==> src/rtl/dbus_req_arbiter.sv <==
// Two-port round-robin arbiter sharing one dbus target between two debug transports.
// One transaction in flight; a target timeout yields a synthetic error response.
module dbus_req_arbiter #(
  parameter int DEBUG_DATA_BITS = 34,
  parameter int DEBUG_ADDR_BITS = 5,
  parameter int DEBUG_OP_BITS   = 2,
  parameter int TIMEOUT         = 1024,
  localparam int REQ_W  = DEBUG_OP_BITS + DEBUG_ADDR_BITS + DEBUG_DATA_BITS,
  localparam int RESP_W = DEBUG_OP_BITS + DEBUG_DATA_BITS
) (
  input  logic              clock,
  input  logic              reset_n,
  input  logic              in0_req_valid,
  output logic              in0_req_ready,
  input  logic [REQ_W-1:0]  in0_req_bits,
  output logic              in0_resp_valid,
  input  logic              in0_resp_ready,
  output logic [RESP_W-1:0] in0_resp_bits,
  input  logic              in1_req_valid,
  output logic              in1_req_ready,
  input  logic [REQ_W-1:0]  in1_req_bits,
  output logic              in1_resp_valid,
  input  logic              in1_resp_ready,
  output logic [RESP_W-1:0] in1_resp_bits,
  output logic              dm_req_valid,
  input  logic              dm_req_ready,
  output logic [REQ_W-1:0]  dm_req_bits,
  input  logic              dm_resp_valid,
  output logic              dm_resp_ready,
  input  logic [RESP_W-1:0] dm_resp_bits,
  output logic              timeout_err,
  output logic [1:0]        dbg_state
);

  // Handshakes: a transfer happens on a rising edge where valid and ready are both 1.
  typedef enum logic [1:0] {
    S_IDLE = 2'd0,
    S_REQ  = 2'd1,
    S_WAIT = 2'd2,
    S_RESP = 2'd3
  } state_t;

  localparam bit          TO_EN   = (TIMEOUT != 0);
  localparam logic [15:0] TO_LAST = 16'((TIMEOUT == 0) ? 0 : TIMEOUT - 1);

  state_t            r_state;
  logic              r_owner;
  logic              r_last_grant;
  logic              r_stale;
  logic [15:0]       r_cnt;
  logic [REQ_W-1:0]  r_req;
  logic [RESP_W-1:0] r_resp;
  logic              r_timeout_err;

  logic w_can_grant;
  logic w_gnt0;
  logic w_gnt1;
  logic w_drop;

  // Both valid: the port that did not win last time goes next.
  assign w_can_grant = (r_state == S_IDLE) && !r_stale;
  assign w_gnt0 = w_can_grant && in0_req_valid && (!in1_req_valid || r_last_grant);
  assign w_gnt1 = w_can_grant && in1_req_valid && (!in0_req_valid || !r_last_grant);

  // A late answer after a timeout is swallowed here so it never reaches a requester.
  assign w_drop = r_stale && (r_state != S_WAIT) && dm_resp_valid;

  assign in0_req_ready  = w_gnt0;
  assign in1_req_ready  = w_gnt1;
  assign dm_req_valid   = (r_state == S_REQ);
  assign dm_req_bits    = r_req;
  assign dm_resp_ready  = (r_state == S_WAIT) || (r_stale && (r_state != S_WAIT));
  assign in0_resp_valid = (r_state == S_RESP) && !r_owner;
  assign in1_resp_valid = (r_state == S_RESP) && r_owner;
  assign in0_resp_bits  = r_resp;
  assign in1_resp_bits  = r_resp;
  assign timeout_err    = r_timeout_err;
  assign dbg_state      = r_state;

  always_ff @(posedge clock or negedge reset_n) begin
    if (!reset_n) begin
      r_state       <= S_IDLE;
      r_owner       <= 1'b0;
      r_last_grant  <= 1'b1;
      r_stale       <= 1'b0;
      r_cnt         <= 16'd0;
      r_req         <= '0;
      r_resp        <= '0;
      r_timeout_err <= 1'b0;
    end else begin
      r_timeout_err <= 1'b0;
      if (w_drop) r_stale <= 1'b0;
      case (r_state)
        S_IDLE: begin
          if (w_gnt0 || w_gnt1) begin
            r_req        <= w_gnt1 ? in1_req_bits : in0_req_bits;
            r_owner      <= w_gnt1;
            r_last_grant <= w_gnt1;
            r_state      <= S_REQ;
          end
        end
        S_REQ: begin
          if (dm_req_ready) begin
            r_cnt   <= 16'd0;
            r_state <= S_WAIT;
          end
        end
        S_WAIT: begin
          // A response in the expiry cycle takes priority over the timeout.
          if (dm_resp_valid) begin
            r_resp  <= dm_resp_bits;
            r_state <= S_RESP;
          end else if (TO_EN && (r_cnt == TO_LAST)) begin
            r_resp        <= {{DEBUG_DATA_BITS{1'b0}}, DEBUG_OP_BITS'(2'b10)};
            r_stale       <= 1'b1;
            r_timeout_err <= 1'b1;
            r_state       <= S_RESP;
          end else if (r_cnt != 16'hFFFF) begin
            r_cnt <= r_cnt + 16'd1;
          end
        end
        S_RESP: begin
          if ((!r_owner && in0_resp_ready) || (r_owner && in1_resp_ready)) begin
            r_state <= S_IDLE;
          end
        end
        default: r_state <= S_IDLE;
      endcase
    end
  end

endmodule
==> config.mk <==
export PLATFORM = sky130hd
export DESIGN_NAME = dbus_req_arbiter
export DESIGN_NICKNAME = d
export VERILOG_FILES = /design/src/rtl/dbus_req_arbiter.sv
export SDC_FILE = /design/constraint.sdc
export NUM_CORES = 1
export LEC_CHECK = 0
export BUFFER_PORTS_ARGS = -buffer_cell sky130_fd_sc_hd__buf_4
export CORE_MARGIN = 3
export CORE_UTILIZATION = 49
export DETAILED_ROUTE_END_ITERATION = 12
export GPL_ROUTABILITY_DRIVEN = 0
export PLACE_DENSITY = 0.86
export RECOVER_POWER = 50
export SLEW_MARGIN = 5
export SYNTH_ARGS = -nofsm -noshare
export SYNTH_HDL_FRONTEND = slang
export SYNTH_SLANG_ARGS = --single-unit
==> constraint.sdc <==
create_clock -name clock -period 5.5 [get_ports clock]
set_clock_uncertainty 0.1 [all_clocks]
set_input_delay 0.275 -clock clock [delete_from_list [all_inputs] [get_ports clock]]
set_output_delay 0.275 -clock clock [all_outputs]
set_load 0.02 [all_outputs]
* Word level (Yosys, flattened, before mapping) *
Index checks and enable logic that the tools add are counted.

cells by class
  muxes and demuxes = 21
  reduce and logical (&&, ||, !) cells = 28
  bitwise logic cells = 0
  equality and inequality tests = 13
  shifts and indexed selects = 0
  multiply operators = 0
  order comparisons = 0
  div/mod/pow operators = 0
  add/sub/neg operators = 1

operators by type and width
  cell                     count
  $mux W36                 2
  $mux W16                 4
  $mux W41                 1
  $pmux W16 S2             1
  $add A16 B1 Y16 const B  1
  $eq A16 B10 Y1 const B   1
  $ne A16 B16 Y1 const B   1
  $logic_and A1 B1 Y1      11
  $mux W2                  5
  $ne A2 B1 Y1 const B     4
  $pmux W2 S4              1
  $mux W1                  7
  $ne A2 B2 Y1 const B     3
  $logic_not A1 Y1         5
  $logic_or A1 B1 Y1       5
  $reduce_and A5 Y1        1
  $eq A2 B2 Y1 const B     2
  $reduce_and A2 Y1        2
  $reduce_and A4 Y1        1
  $reduce_bool A2 Y1       2
  $ne A3 B2 Y1 const B     1
  $eq A2 B1 Y1 const B     1
  $logic_not A2 Y1         1

word-level totals
  latch bits = 0
  RAM bits = 0
  bits of input ports = 126
  word-level logic and storage cells = 71
  bits in registers = 99
  memories = 0
  bits in read-only memories = 0

* Longest topological paths before layout *
  word-level depth = 7
  mapped depth = 9

* Worst setup path after synthesis *
OpenSTA, ideal clock, no wires.

  path type = reg-to-output
  from = reg r_state[0] (netlist: dbg_state[0])
  to = out in1_req_ready
  setup slack = 3148 ps
  data arrival time = 1977 ps
  path buffers = 2
  cell stages (with the launch flop) = 9
  data required time = 5125 ps
  path through = dfrtp_1 > inv_1 > ha_1 > nor2b_1 > nand2_1 > a21o_1 > clkbuf_1 > clkbuf_1 > inv_1

on the way
  word-level cells in the longest chain between the ends = 4

RTL lines
  what                               RTL line  text
  start: declaration                 46        state_t r_state;
  start signal: assignment           82        r_state <= S_IDLE;
  start signal: assignment           99        r_state <= S_REQ;
  start signal: assignment           105       r_state <= S_WAIT;
  $logic_not A2 Y1                   61        assign w_can_grant = (r_state == S_IDLE) && !r_stale;
  $logic_and A1 B1 Y1                61
  $logic_and A1 B1 Y1 (2 in series)  63        assign w_gnt1 = w_can_grant && in1_req_valid && (!in0_req_valid || !r_last_grant);
  end: declaration                   20        output logic in1_req_ready,

Every way passes these cells.

* Worst setup path after layout *
  from = reg r_state[0] (netlist: dbg_state[0])
  to = reg r_cnt[2]

on the way
  word-level cells in the longest chain between the ends = 3
  elaborated cells on any way between the ends = 9

RTL lines
  what                                                   RTL line  text
  $eq A2 B2 Y1 or $eq A2 B1 Y1 (tied branches)           93        case (r_state)
  $ne A2 B1 Y1 (no source line) (tied with other cells)  --
  $reduce_and A5 Y1 (no source line)                     --
  end signal: assignment                                 119       r_cnt <= r_cnt + 16'd1;
  end: declaration                                       50        logic [15:0] r_cnt;

Several ways; a longest one is shown, not always the timed one.
A chain may end at the register's enable or synchronous reset.

==> run summary <==
========================================================================================================
IR drop worst, VDD                                                                              0.272 mV
Failing checks                                                                              capacitance limit, slew limit
Largest area contributor in the netlist                                                     sky130_fd_sc_hd__dfrtp_1
CTS sink cnt                                                                                          99
Internal Power                                                                                   1.78 mW
Slew HR                                                                                           -24.4%
Sequential area share after synthesis                                                              52.2%
F_max                                                                                            290 MHz
Via density per instance                                                                            5.39
Number of global-route vias before repair                                                          4,194
Fraction of synthesized cell area taken by the top area cell type                                  51.7%
Clock tree from TritonCTS                                                                          built
Core region area                                                                                9330 um2
Post-CTS clock slew at the launch and capture registers of the worst setup and hold paths         100 ps
Remaining DRCs                                                                                         0
Setup repair after global routing missed its margin                                                false
Sum of negative setup slack                                                                         0 ps
Fraction of power spent switching nets                                                             48.6%
Number of top-level pins                                                                             248
Largest cells by area after synthesis                                                       sky130_fd_sc_hd__dfrtp_1, sky130_fd_sc_hd__mux2i_1, sky130_fd_sc_hd__a22o_1, sky130_fd_sc_hd__buf_4, sky130_fd_sc_hd__a21oi_1
Final period utilization                                                                           62.7%
Maximum number of pins on one net before global-route repair                                          83
Violation count after the first detailed-route iteration                                             231
Cell Area, Placed                                                                               6440 um2
Number of cells in the design after placement                                                        763
Worst path max stage delay                                                                        850 ps
Number of nets in the synthesized netlist                                                            574
Max Transition Viols Final                                                                           102
Total Die Area                                                                                10,900 um2
Run status                                                                                  finished with violations
Area Overhead vs Synth                                                                             30.6%
Comb power frac                                                                                    51.3%
Count of cell types in the netlist                                                                    47
Number of nets in the layout                                                                         778
Site Rows                                                                                             35
Critical path arrival                                                                            3590 ps
Die W                                                                                             104 um
Number of endpoints failing setup at the final stage                                                   0
Combined buffer and inverter count along the critical path                                             3
Overflow after GRT                                                                                     0
Post-synth EDFFs                                                                                       0
Share of flip-flops with an asynchronous set or reset                                               100%
Min Clock Period, post-route                                                                     3450 ps
Data required time at the worst endpoint                                                         5650 ps
Source-to-sink clock delay at the later pin of the worst-skew pair                                350 ps
Starting Density                                                                                   50.9%
Synth Register Bits                                                                                   99
TritonCTS Buffers                                                                                      9
Wire length of the first global-routing pass                                                     22.1 mm
Cell leakage power                                                                               3.04 nW
Vias post-DR                                                                                       4,207
Worst-margin pin slew                                                                            1870 ps
Sequential group share of total power                                                              35.9%
Number of non-filler instances in the completed layout                                               781
HP Class                                                                                       in -> reg
Max Cap Violations                                                                                     2
Detailed-route wire length per cell                                                              18.2 um
Clock root buffer                                                                           sky130_fd_sc_hd__clkbuf_8
Initial antenna violation count                                                                        0
Net switching power                                                                              1.68 mW
Clock power share                                                                                  12.8%
Maximum fanout along the worst path                                                                   38
CP top delay family                                                                         compound AO/OA/AOI/OAI gates
Antenna diode count                                                                                    0
Slowest cell on the critical path                                                           sky130_fd_sc_hd__a31oi_4
Gate count after technology mapping                                                                  443
Placed wire-length estimate                                                                      11.0 mm
Worst hold slack across all endpoints                                                            39.2 ps
Number of fillers in the final layout                                                                829
Worst setup path category                                                                     reg -> reg
Most frequent cell on the critical path                                                     sky130_fd_sc_hd__inv_1
Fraction of final layout cells sized beyond drive strength 1                                       25.3%
Aggregate routed wire length                                                                     14.2 mm
Synthesized cell area                                                                           4740 um2
Worst path cell trace                                                                       inv_1 > ha_1 > inv_1 > nor2_2 > buf_4 > a31oi_4 > nand3b_2 > a221o_1
Resized cells post-CTS                                                                                 0
Final design instance area without fill                                                         6200 um2
Per-instance average area after synthesis                                                       10.7 um2
Number of iterations in the first detailed-routing pass                                                4
Startpoint type of the worst setup path                                                             flop
Main synth FF type                                                                          sky130_fd_sc_hd__dfrtp_1
Final Hold Violating Endpoints                                                                         0
Power density over the cells                                                                  557 nW/um2
Die Y-Extent                                                                                      104 um
Remaining antenna violation count                                                                      0
Critical Path End Type                                                                              flop
Maximum buffer depth of the clock tree                                                                 2
Port Buffer Count                                                                                    247
H-tree levels                                                                                          3
Total track usage                                                                                  25.3%
Number of synthesis warnings                                                                           0
========================================================================================================
[what timing repair did]
action,CTS,global route
endpoints found under the hold margin,34,0
buffers inserted,0,0
hold buffers,2,0
[power by group through the flow]
| stage | logic [mW] | registers (mW) | clock network [mW] |
|---|---|---|---|
| floorplan | 0.999 | 1.56 | 0 |
| global placement | 2.05 | 1.24 | 0 |
| detailed placement | 2.11 | 1.26 | 0 |
| CTS | 2.12 | 1.24 | 0.455 |
| global route | 1.91 | 1.28 | 0.482 |
| finish | 1.77 | 1.24 | 0.443 |
[registers in the layout, indices dropped and copies added, names as in the netlist]
signal         count
dbg_state          2
dm_req_bits       41
in0_resp_bits     36
r_cnt             16
r_last_grant       1
r_owner            1
r_stale            1
timeout_err        1
[routing by layer]
| layer | vias up | track usage, % | wire length, um |
|---|---|---|---|
| li1 | 1960 | - | - |
| met1 | 2039 | 30.0 | 5340 |
| met2 | 179 | 44.8 | 7300 |
| met3 | 29 | 7.20 | 1220 |
| met4 | 0 | 6.74 | 342 |
| met5 | - | 0 | 0 |
[cell usage after synthesis (3+ instances only)]
cell	instances
sky130_fd_sc_hd__o22a_1	4
sky130_fd_sc_hd__nor2_1	45
sky130_fd_sc_hd__dfrtp_1	98
sky130_fd_sc_hd__mux2i_1	42
sky130_fd_sc_hd__nand2_1	18
sky130_fd_sc_hd__buf_4	36
sky130_fd_sc_hd__buf_1	5
sky130_fd_sc_hd__mux2_2	3
sky130_fd_sc_hd__inv_1	10
sky130_fd_sc_hd__a31oi_1	6
sky130_fd_sc_hd__nor2b_1	6
sky130_fd_sc_hd__ha_1	5
sky130_fd_sc_hd__a21o_1	4
sky130_fd_sc_hd__a22o_1	36
sky130_fd_sc_hd__clkbuf_1	16
sky130_fd_sc_hd__nand3_1	8
sky130_fd_sc_hd__nor3_1	11
sky130_fd_sc_hd__nor4_1	4
sky130_fd_sc_hd__a21oi_1	43
sky130_fd_sc_hd__o21ai_0	7
[logic make-up (layout without fill, tap and decap cells)]
family,Yosys count,after routing,share of synthesized area (%)
mux,45,45,9.57
simple gates,109,109,11.5
flops,99,99,52.2
buf+inv,70,279,8.60
compound gates,115,115,16.8
fa+ha+maj,5,5,1.32
[per-stage QoR]
step / total power [mW] / worst slack [ps] / utilization, %
CTS: 3.81 / 2100 / 71.3
global route: 3.67 / 1420 / 66.4
detailed placement: 3.36 / 2090 / 69.0
finish: 3.45 / 2050 / 66.4
floorplan: 2.56 / 3150 / -
global placement: 3.30 / 2280 / 69.0
[path summary, 6_finish.rpt]
kind / slack, ps / endpoint / cells past startpoint / from
min: 40 / in0_resp_bits[35] / 2 / dm_resp_bits[35]
max: 2050 / r_cnt[2] / 8 / dbg_state[0]
min in group asynchronous: 870 / dm_req_bits[23] / 2 / reset_n
min reg2reg: 410 / r_last_grant / 2 / r_last_grant
max in group asynchronous: 2100 / r_cnt[7] / 3 / reset_n
max reg2reg: 2050 / r_cnt[2] / 8 / dbg_state[0]
[final cells by class]
class                      count  area, um2  share of cell area [%]
multi-input combinational    274       1880                    30.3
timing repair buffer         253       1460                    23.5
clock inverter                 5       45.0                   0.727
clock buffer                  11        141                    2.28
tap                          129        161                    2.60
inverter                      10       37.5                   0.606
sequential                    99       2480                    40.0
[cells in the final DEF (no fill, tap or decap), types with 11 or more instances in the layout]
master,Yosys,routed
sky130_fd_sc_hd__a21oi_1,43,43
sky130_fd_sc_hd__clkbuf_1,16,120
sky130_fd_sc_hd__a22o_1,36,36
sky130_fd_sc_hd__nor2_1,45,44
sky130_fd_sc_hd__mux2i_1,42,42
sky130_fd_sc_hd__nand2_1,18,18
sky130_fd_sc_hd__buf_4,36,131
sky130_fd_sc_hd__dfrtp_1,98,98
sky130_fd_sc_hd__nor3_1,11,11
Power figures use the tool's default switching activity.
